### config.mk
export PLATFORM = sky130hd
export DESIGN_NAME = timer_ctrl
export DESIGN_NICKNAME = d
export VERILOG_FILES = /design/src/rtl/timer_ctrl_pkg.sv /design/src/rtl/timer_ctrl_counter_core.sv /design/src/rtl/timer_ctrl.sv
export SDC_FILE = /design/constraint.sdc
export NUM_CORES = 1
export LEC_CHECK = 0
export CORE_MARGIN = 1
export CORE_UTILIZATION = 40
export DETAILED_ROUTE_END_ITERATION = 6
export GPL_ROUTABILITY_DRIVEN = 0
export PLACE_DENSITY = 0.67
export SYNTH_ARGS = -nofsm -noshare
export SYNTH_HDL_FRONTEND = slang
export SYNTH_SLANG_ARGS = --single-unit
### constraint.sdc
create_clock -name clk -period 1.62 [get_ports clk]
set_input_delay 0.486 -clock clk [delete_from_list [all_inputs] [get_ports clk]]
set_output_delay 0.486 -clock clk [all_outputs]
set_load 0.1 [all_outputs]
### src/rtl/timer_ctrl_pkg.sv
// Purpose: shared types and default sizes for the timer_ctrl sequencer.
// Contents: state_t (IDLE=0, RUN=1, DONE=2), default counter/run-count widths.
package timer_ctrl_pkg;

    localparam int unsigned WIDTH_DEF    = 4;
    localparam int unsigned REPEAT_W_DEF = 4;

    typedef enum logic [1:0] {
        ST_IDLE = 2'd0,
        ST_RUN  = 2'd1,
        ST_DONE = 2'd2
    } state_t;

endpackage

### src/rtl/timer_ctrl_counter_core.sv
// Purpose: free-running up-counter datapath driven by the timer_ctrl sequencer.
// Ports:
//   clk   - clock, rising edge
//   rst   - asynchronous active-low reset, clears count
//   en    - increment by one (wraps modulo 2^WIDTH)
//   clr   - synchronous clear, wins over en
//   count - current counter value
module counter_core #(
    parameter int unsigned WIDTH = 4
) (
    input  logic             clk,
    input  logic             rst,
    input  logic             en,
    input  logic             clr,
    output logic [WIDTH-1:0] count
);

    always_ff @(posedge clk or negedge rst) begin
        if (!rst) begin
            count <= '0;
        end else if (clr) begin
            count <= '0;
        end else if (en) begin
            count <= count + WIDTH'(1);
        end
    end

endmodule

### src/rtl/timer_ctrl.sv
// Purpose: sequencer for counter_core. Accepts {limit, repeat} over valid/ready,
//   runs repeat periods of limit+1 cycles (repeat=0 runs until abort), pulses
//   tick at each terminal count and done one cycle after the last period.
// Optional: define TIMER_CTRL_PAUSE_EN to add a pause input that freezes a run.
// Ports:
//   clk, rst          - clock, asynchronous active-low reset
//   pause             - (TIMER_CTRL_PAUSE_EN only) hold count/runs while in RUN
//   cmd_valid/ready   - command handshake, ready only in IDLE
//   cmd_limit         - terminal count, period = limit+1 cycles
//   cmd_repeat        - number of periods, 0 = endless
//   abort             - end current run without done
//   count             - counter value
//   busy, tick, done  - RUN indicator, terminal-count strobe, completion pulse
module timer_ctrl
    import timer_ctrl_pkg::*;
#(
    parameter int unsigned WIDTH    = WIDTH_DEF,
    parameter int unsigned REPEAT_W = REPEAT_W_DEF
) (
    input  logic                clk,
    input  logic                rst,
`ifdef TIMER_CTRL_PAUSE_EN
    input  logic                pause,
`endif
    input  logic                cmd_valid,
    output logic                cmd_ready,
    input  logic [WIDTH-1:0]    cmd_limit,
    input  logic [REPEAT_W-1:0] cmd_repeat,
    input  logic                abort,
    output logic [WIDTH-1:0]    count,
    output logic                busy,
    output logic                tick,
    output logic                done
);

    state_t              state_q, state_d;
    logic [WIDTH-1:0]    limit_q, limit_d;
    logic [REPEAT_W-1:0] runs_q, runs_d;
    logic                cnt_en, cnt_clr;
    logic                at_limit;
    logic                hold;

`ifdef TIMER_CTRL_PAUSE_EN
    assign hold = pause;
`else
    assign hold = 1'b0;
`endif

    assign at_limit = (count == limit_q);

    // Counter datapath
    counter_core #(
        .WIDTH (WIDTH)
    ) u_counter_core (
        .clk   (clk),
        .rst   (rst),
        .en    (cnt_en),
        .clr   (cnt_clr),
        .count (count)
    );

    // State and command latches
    always_ff @(posedge clk or negedge rst) begin
        if (!rst) begin
            state_q <= ST_IDLE;
            limit_q <= '0;
            runs_q  <= '0;
        end else begin
            state_q <= state_d;
            limit_q <= limit_d;
            runs_q  <= runs_d;
        end
    end

    // Next state, latch updates and counter control
    always_comb begin
        state_d = state_q;
        limit_d = limit_q;
        runs_d  = runs_q;
        cnt_en  = 1'b0;
        cnt_clr = 1'b0;
        unique case (state_q)
            ST_IDLE: begin
                cnt_clr = 1'b1;
                if (cmd_valid) begin
                    limit_d = cmd_limit;
                    runs_d  = cmd_repeat;
                    state_d = ST_RUN;
                end
            end
            ST_RUN: begin
                if (abort) begin
                    cnt_clr = 1'b1;
                    state_d = ST_IDLE;
                end else if (hold) begin
                    cnt_en = 1'b0;
                end else if (at_limit) begin
                    cnt_clr = 1'b1;
                    // runs_q==0 is an endless run and is never decremented
                    if (runs_q == REPEAT_W'(1)) begin
                        state_d = ST_DONE;
                    end else if (runs_q != '0) begin
                        runs_d = runs_q - REPEAT_W'(1);
                    end
                end else begin
                    cnt_en = 1'b1;
                end
            end
            ST_DONE: begin
                cnt_clr = 1'b1;
                state_d = ST_IDLE;
            end
            default: begin
                cnt_clr = 1'b1;
                state_d = ST_IDLE;
            end
        endcase
    end

    // Output decode from registered state
    assign cmd_ready = (state_q == ST_IDLE);
    assign busy      = (state_q == ST_RUN);
    assign done      = (state_q == ST_DONE);
    assign tick      = (state_q == ST_RUN) && at_limit && !hold;

endmodule

Yosys cells after proc, flatten, opt, wreduce, memory -nomap -nowiden
Index checks and enable logic that the tools add are counted.
{"block": "totals", "register_bits": 14, "in_bits": 12, "output_inout_bits": 8, "wordCells": 44}
{"block": "op_classes", "addsub": 2, "eq_ne": 11, "muxes": 19, "n_reduce_logical": 8}
{"cell": "two-way mux 4 bit", "count": 7}
{"cell": "two-way mux 2 bit", "count": 4}
{"cell": "one-hot mux 4 bit (2 select lines)", "count": 1}
{"cell": "two-way mux 1 bit", "count": 6}
{"cell": "inequality test 2 bit, second input constant", "count": 3}
{"cell": "inequality test 3 x 2 -> 1 bit, second input constant", "count": 2}
{"cell": "AND reduction 6 bit", "count": 1}
{"cell": "adder 4 x 1 -> 4 bit, second input constant", "count": 1}
{"cell": "== test 4 x 1 -> 1 bit, second input constant", "count": 1}
{"cell": "== test 4 bit", "count": 1}
{"cell": "inequality test 2 x 1 -> 1 bit, second input constant", "count": 2}
{"cell": "one-hot mux 2 bit (2 select lines)", "count": 1}
{"cell": "nonzero test 2 bit", "count": 2}
{"cell": "nonzero test 4 bit", "count": 1}
{"cell": "subtractor 4 x 1 -> 4 bit, second input constant", "count": 1}
{"cell": "AND reduction 3 bit", "count": 1}
{"cell": "== test 2 x 1 -> 1 bit, second input constant", "count": 1}
{"cell": "== test 2 bit, second input constant", "count": 1}
{"cell": "zero test 2 bit", "count": 1}
{"cell": "AND reduction 2 bit", "count": 1}
{"cell": "logical AND 1 bit", "count": 1}

Longest topological paths before layout
{"block": "logic_depth", "depth_word": 6, "ltp_mapped": 6, "ltp_nobuf": 6}

Modules after synthesis
A second synthesis with hierarchy kept.
{"block": "hier_totals", "cells_unflattened": 77, "hier_area_um2": 793.3}
{"module": "timer_ctrl", "n_inst": 1, "cells_each": 61, "area_per_inst_um2": 600.6, "seq_area_each_um2": 250.2}
{"module": "counter_core", "n_inst": 1, "cells_each": 16, "area_per_inst_um2": 192.7, "seq_area_each_um2": 100.1}

Worst setup path after synthesis
Ideal clock, no wire load.
{"block": "synth_path", "path_kind": "reg2out", "startpoint": "reg u_counter_core.count[0]", "endpoint": "out tick", "arrival_ns": 2.719, "t_required_ns": 1.134, "path_slack_ns": -1.585, "stages_incl_launch_ff": 5, "path_buffers": 1, "path_cell_list": "dfrtp_1 > xnor2_1 > nand4_1 > buf_2 > nor2_1"}
{"block": "synth_between", "elab_chain_cells": 2}
{"element": "from (decl)", "line": "timer_ctrl_counter_core.sv:15", "text": "output logic [WIDTH-1:0] count"}
{"element": "from (signal assigned)", "line": "timer_ctrl_counter_core.sv:24", "text": "count <= count + WIDTH'(1);"}
{"element": "== test 4 bit", "line": "timer_ctrl.sv:49", "text": "assign at_limit = (count == limit_q);"}
{"element": "logical AND 1 bit", "line": "timer_ctrl.sv:124", "text": "assign tick = (state_q == ST_RUN) && at_limit && !hold;"}
{"element": "to (decl)", "line": "timer_ctrl.sv:32", "text": "output logic tick,"}
No other way between the ends.

Worst setup path after layout
{"block": "layout_path", "startpoint": "reg u_counter_core.count[3]", "endpoint": "out tick"}
The elaborated chain is that of the path after synthesis.

==> metrics.csv <==
stage;metric;value;unit
outcome;status;complete, but fails checks;
outcome;failing checks;setup timing;
timing;hold slack;0.508;ns
floorplanning;starting density of the core;0.436;
place;HPWL Detailed;1.29;mm
synthesis;Synth top area share;0.450;
timing;Final Slew Violations;0;
synthesis;most common cell in the netlist;dfrtp_1;
routing;DRC Markers;0;
timing;Final setup violation count;10;
timing;Slew HR;0.701;
routing;Wirelength per Cell;14.5;um
setup_path;CP Max Fanout;2;
finish;fin util;0.771;
finish;final-stage net count;128;
cts;TritonCTS clock tree;yes;
finish;synthesis-to-layout area growth;76.7;%
power;combinational power share;0.502;
power;Flop pwr share;0.359;
cts;cts hold-fix bufs;0;
synthesis;Avg Cell Area, Syn;10.2;um2
synthesis;Async SR Flop Fraction;1.00;
synthesis;Seq/Total Area, Yosys;0.450;
floorplanning;Site Rows;15;
synthesis;largest family of logic cells by synthesized area;simple AND/OR/NAND/NOR gates;
floorplanning;full die area;2130;um2
finish;sequential cell area;367;um2
global_routing;number of global-route vias before repair;647;
global_routing;first-pass GRT wire length;2.89;mm
global_routing;initial antenna violation count;0;
timing;sum of negative setup slack;-0.798;ns
power;switching fraction of total power;0.404;
run;Max Cap Viol;0;
floorplanning;DIE WIDTH;46.1;um
synthesis;mux contribution to synthesized area;0.0836;
synthesis;cell count after synthesis;76;
timing;Worst-Margin Slew;0.448;ns
power;Design Power;1.44;mW
routing;total number of vias;688;
finish;Layout fillers;118;
floorplanning;# IOs;20;
cts;clk_lat worst skew;0.28;ns
synthesis;fraction of the mapped netlist area in compound gates;0.108;
setup_path;Setup CP Type;reg -> out;
setup_path;CP Data Required Time;1.13;ns
place;pre-CTS setup slack;-0.293;ns
cts;Longest Clk Path Bufs;2;
synthesis;simple-gate share of the synthesized area;0.183;
timing;Tcrit/Tclk final;1.23;
cts;CTS Sinks;14;
power;clock power share;0.139;
synthesis;synthesized area;778;um2
cts;clk slew on worst S/H paths;0.08;ns
min_path;Tightest Hold Check Type;in -> async;
finish;share of cells above drive strength 1;0.486;
synthesis;Yosys Warn Count;0;
synthesis;Most used DFF post-synth;dfrtp_1;
finish;Multi-input gate area;509;um2
synthesis;top cells by area, synth;dfrtp_1, ha_1, mux2_2, xnor2_1, nor2_1;
synthesis;syn_nets;92;
cts;H-Tree Level Count;1;
global_routing;GR Util All Layers;0.199;
synthesis;EDFF count, synth;0;
power;Int Pwr;0.860;mW
power;leakage power;0.587;nW
synthesis;Netlist cell types;28;
routing;post-detailed-route count of antenna-violating nets;0;
timing;RSZ-0062 raised after global routing;true;
routing;Vias per Instance;5.06;
routing;drt initial violations;7;
finish;# diodes;0;
global_routing;GRT overflow;0;
floorplanning;die height;46.1;um
routing;drt first pass iters;4;
place;port buffer count;19;
timing;final hold viol count;0;
timing;Tmin final;1.99;ns
timing;Max Fclk;503;MHz
cts;total CTS buffers;3;
setup_path;R2R depth;6;
synthesis;most area-hungry cell type in the Yosys netlist;dfrtp_1;
routing;Total Routed Length;1.97;mm
global_routing;largest net degree at the start of global routing;15;
synthesis;synth cell count leaders;dfrtp_1, nor2_1, inv_1, nand2_1, xnor2_1;
setup_path;crit end category;output port;
power;pwr/cell area;1050;nW/um2
synthesis;Post-Synth Adder-Cell Area;0.0643;
setup_path;crit start category;flip-flop;
timing;Setup Skew;0.00698;ns
synthesis;synthesized flop and latch total;14;
power;Max VDD drop;0.804;mV
setup_path;critical path arrival;1.50;ns
synthesis;post-synthesis xor/xnor area fraction;0.0675;
floorplanning;Core ar.;1780;um2
timing;setup ws final;-0.366;ns
power;Net Switching;0.584;mW
cts;Root Buffer;clkbuf_4;
[power groups by stage]
stage	combinational (mW)	sequential, mW	clock (mW)
after global placement	0.577	0.497	0
after floorplan	0.376	0.528	0
after global routing	0.773	0.528	0.222
after detailed placement	0.585	0.500	0
after CTS	0.620	0.511	0.210
final	0.724	0.518	0.201
[stage by stage]
step	instance area, um2	std cells
5_1_grt	1380	136
4_1_cts	1250	130
3_3_place_gp	1170	126
3_5_place_dp	1170	126
2_1_floorplan	830	76
6_report	1380	136
[sequential cells by signal (all words and copies together), names as in the netlist]
name and cells:
u_counter_core.count 4, state_q 2, limit_q 4, runs_q 4
[final timing paths]
path                                    startpoint                 endpoint  slack [ns]
hold / removal                                 rst  u_counter_core.count[0]        0.51
min in group clk                        limit_q[3]               limit_q[3]        0.57
max in group asynchronous                      rst  u_counter_core.count[3]        0.93
setup reg to reg           u_counter_core.count[3]                runs_q[0]       -0.14
hold reg to reg                         limit_q[3]               limit_q[3]        0.57
setup / recovery           u_counter_core.count[3]                     tick       -0.37
[logic make-up after synthesis]
family / after synthesis
AO/OA/AOI/OAI: 11
XOR/XNOR: 6
adder cells (fa/ha/maj): 4
buffers and inverters: 8
flip-flops: 14
multiplexers: 6
AND/OR/NAND/NOR: 27
[layout by cell type (no fill, tap or decap), types with 2 or more instances in the layout]
cell / instances
a21oi_1: 3
buf_12: 8
buf_4: 10
buf_6: 3
clkbuf_4: 3
clkdlybuf4s50_1: 11
dfrtp_1: 9
dfrtp_4: 4
ha_1: 4
inv_1: 4
mux2_2: 4
mux2i_1: 2
nand2_1: 3
nand2_2: 2
nand3_1: 2
nor2_1: 8
nor2_4: 2
xnor2_2: 4
[critical path, stage by stage, from the launching register on]
cell     delay [ns]
dfrtp_4        0.50
xnor2_2        0.12
nand4_1        0.24
nor2_4         0.17
buf_12         0.18
[cell type report]
cell class | instances | share of cell area
multi-input combinational | 54 | 0.370
timing repair buffer | 34 | 0.305
tap | 25 | 0.0227
clock buffer | 4 | 0.0191
sequential | 14 | 0.267
inverter | 5 | 0.0164
[metal layers]
metal  track usage  vias to the layer above  wire (um)
met2         0.327                       16       1080
met4        0.0529                        0          2
met1         0.246                      337        820
li1              -                      333          -
met3        0.0706                        2         74
met5             0                        -          0
[what timing repair did]
| action | 4_1_cts | 5_1_grt |
|---|---|---|
| gates cloned | 0 | 1 |
| gates resized for setup | 9 | 14 |
| endpoints found under the setup margin | 6 | 8 |
| pin swaps | 5 | 5 |
| setup buffers | 1 | 5 |
Note: power is estimated with default switching activity, not from simulation.
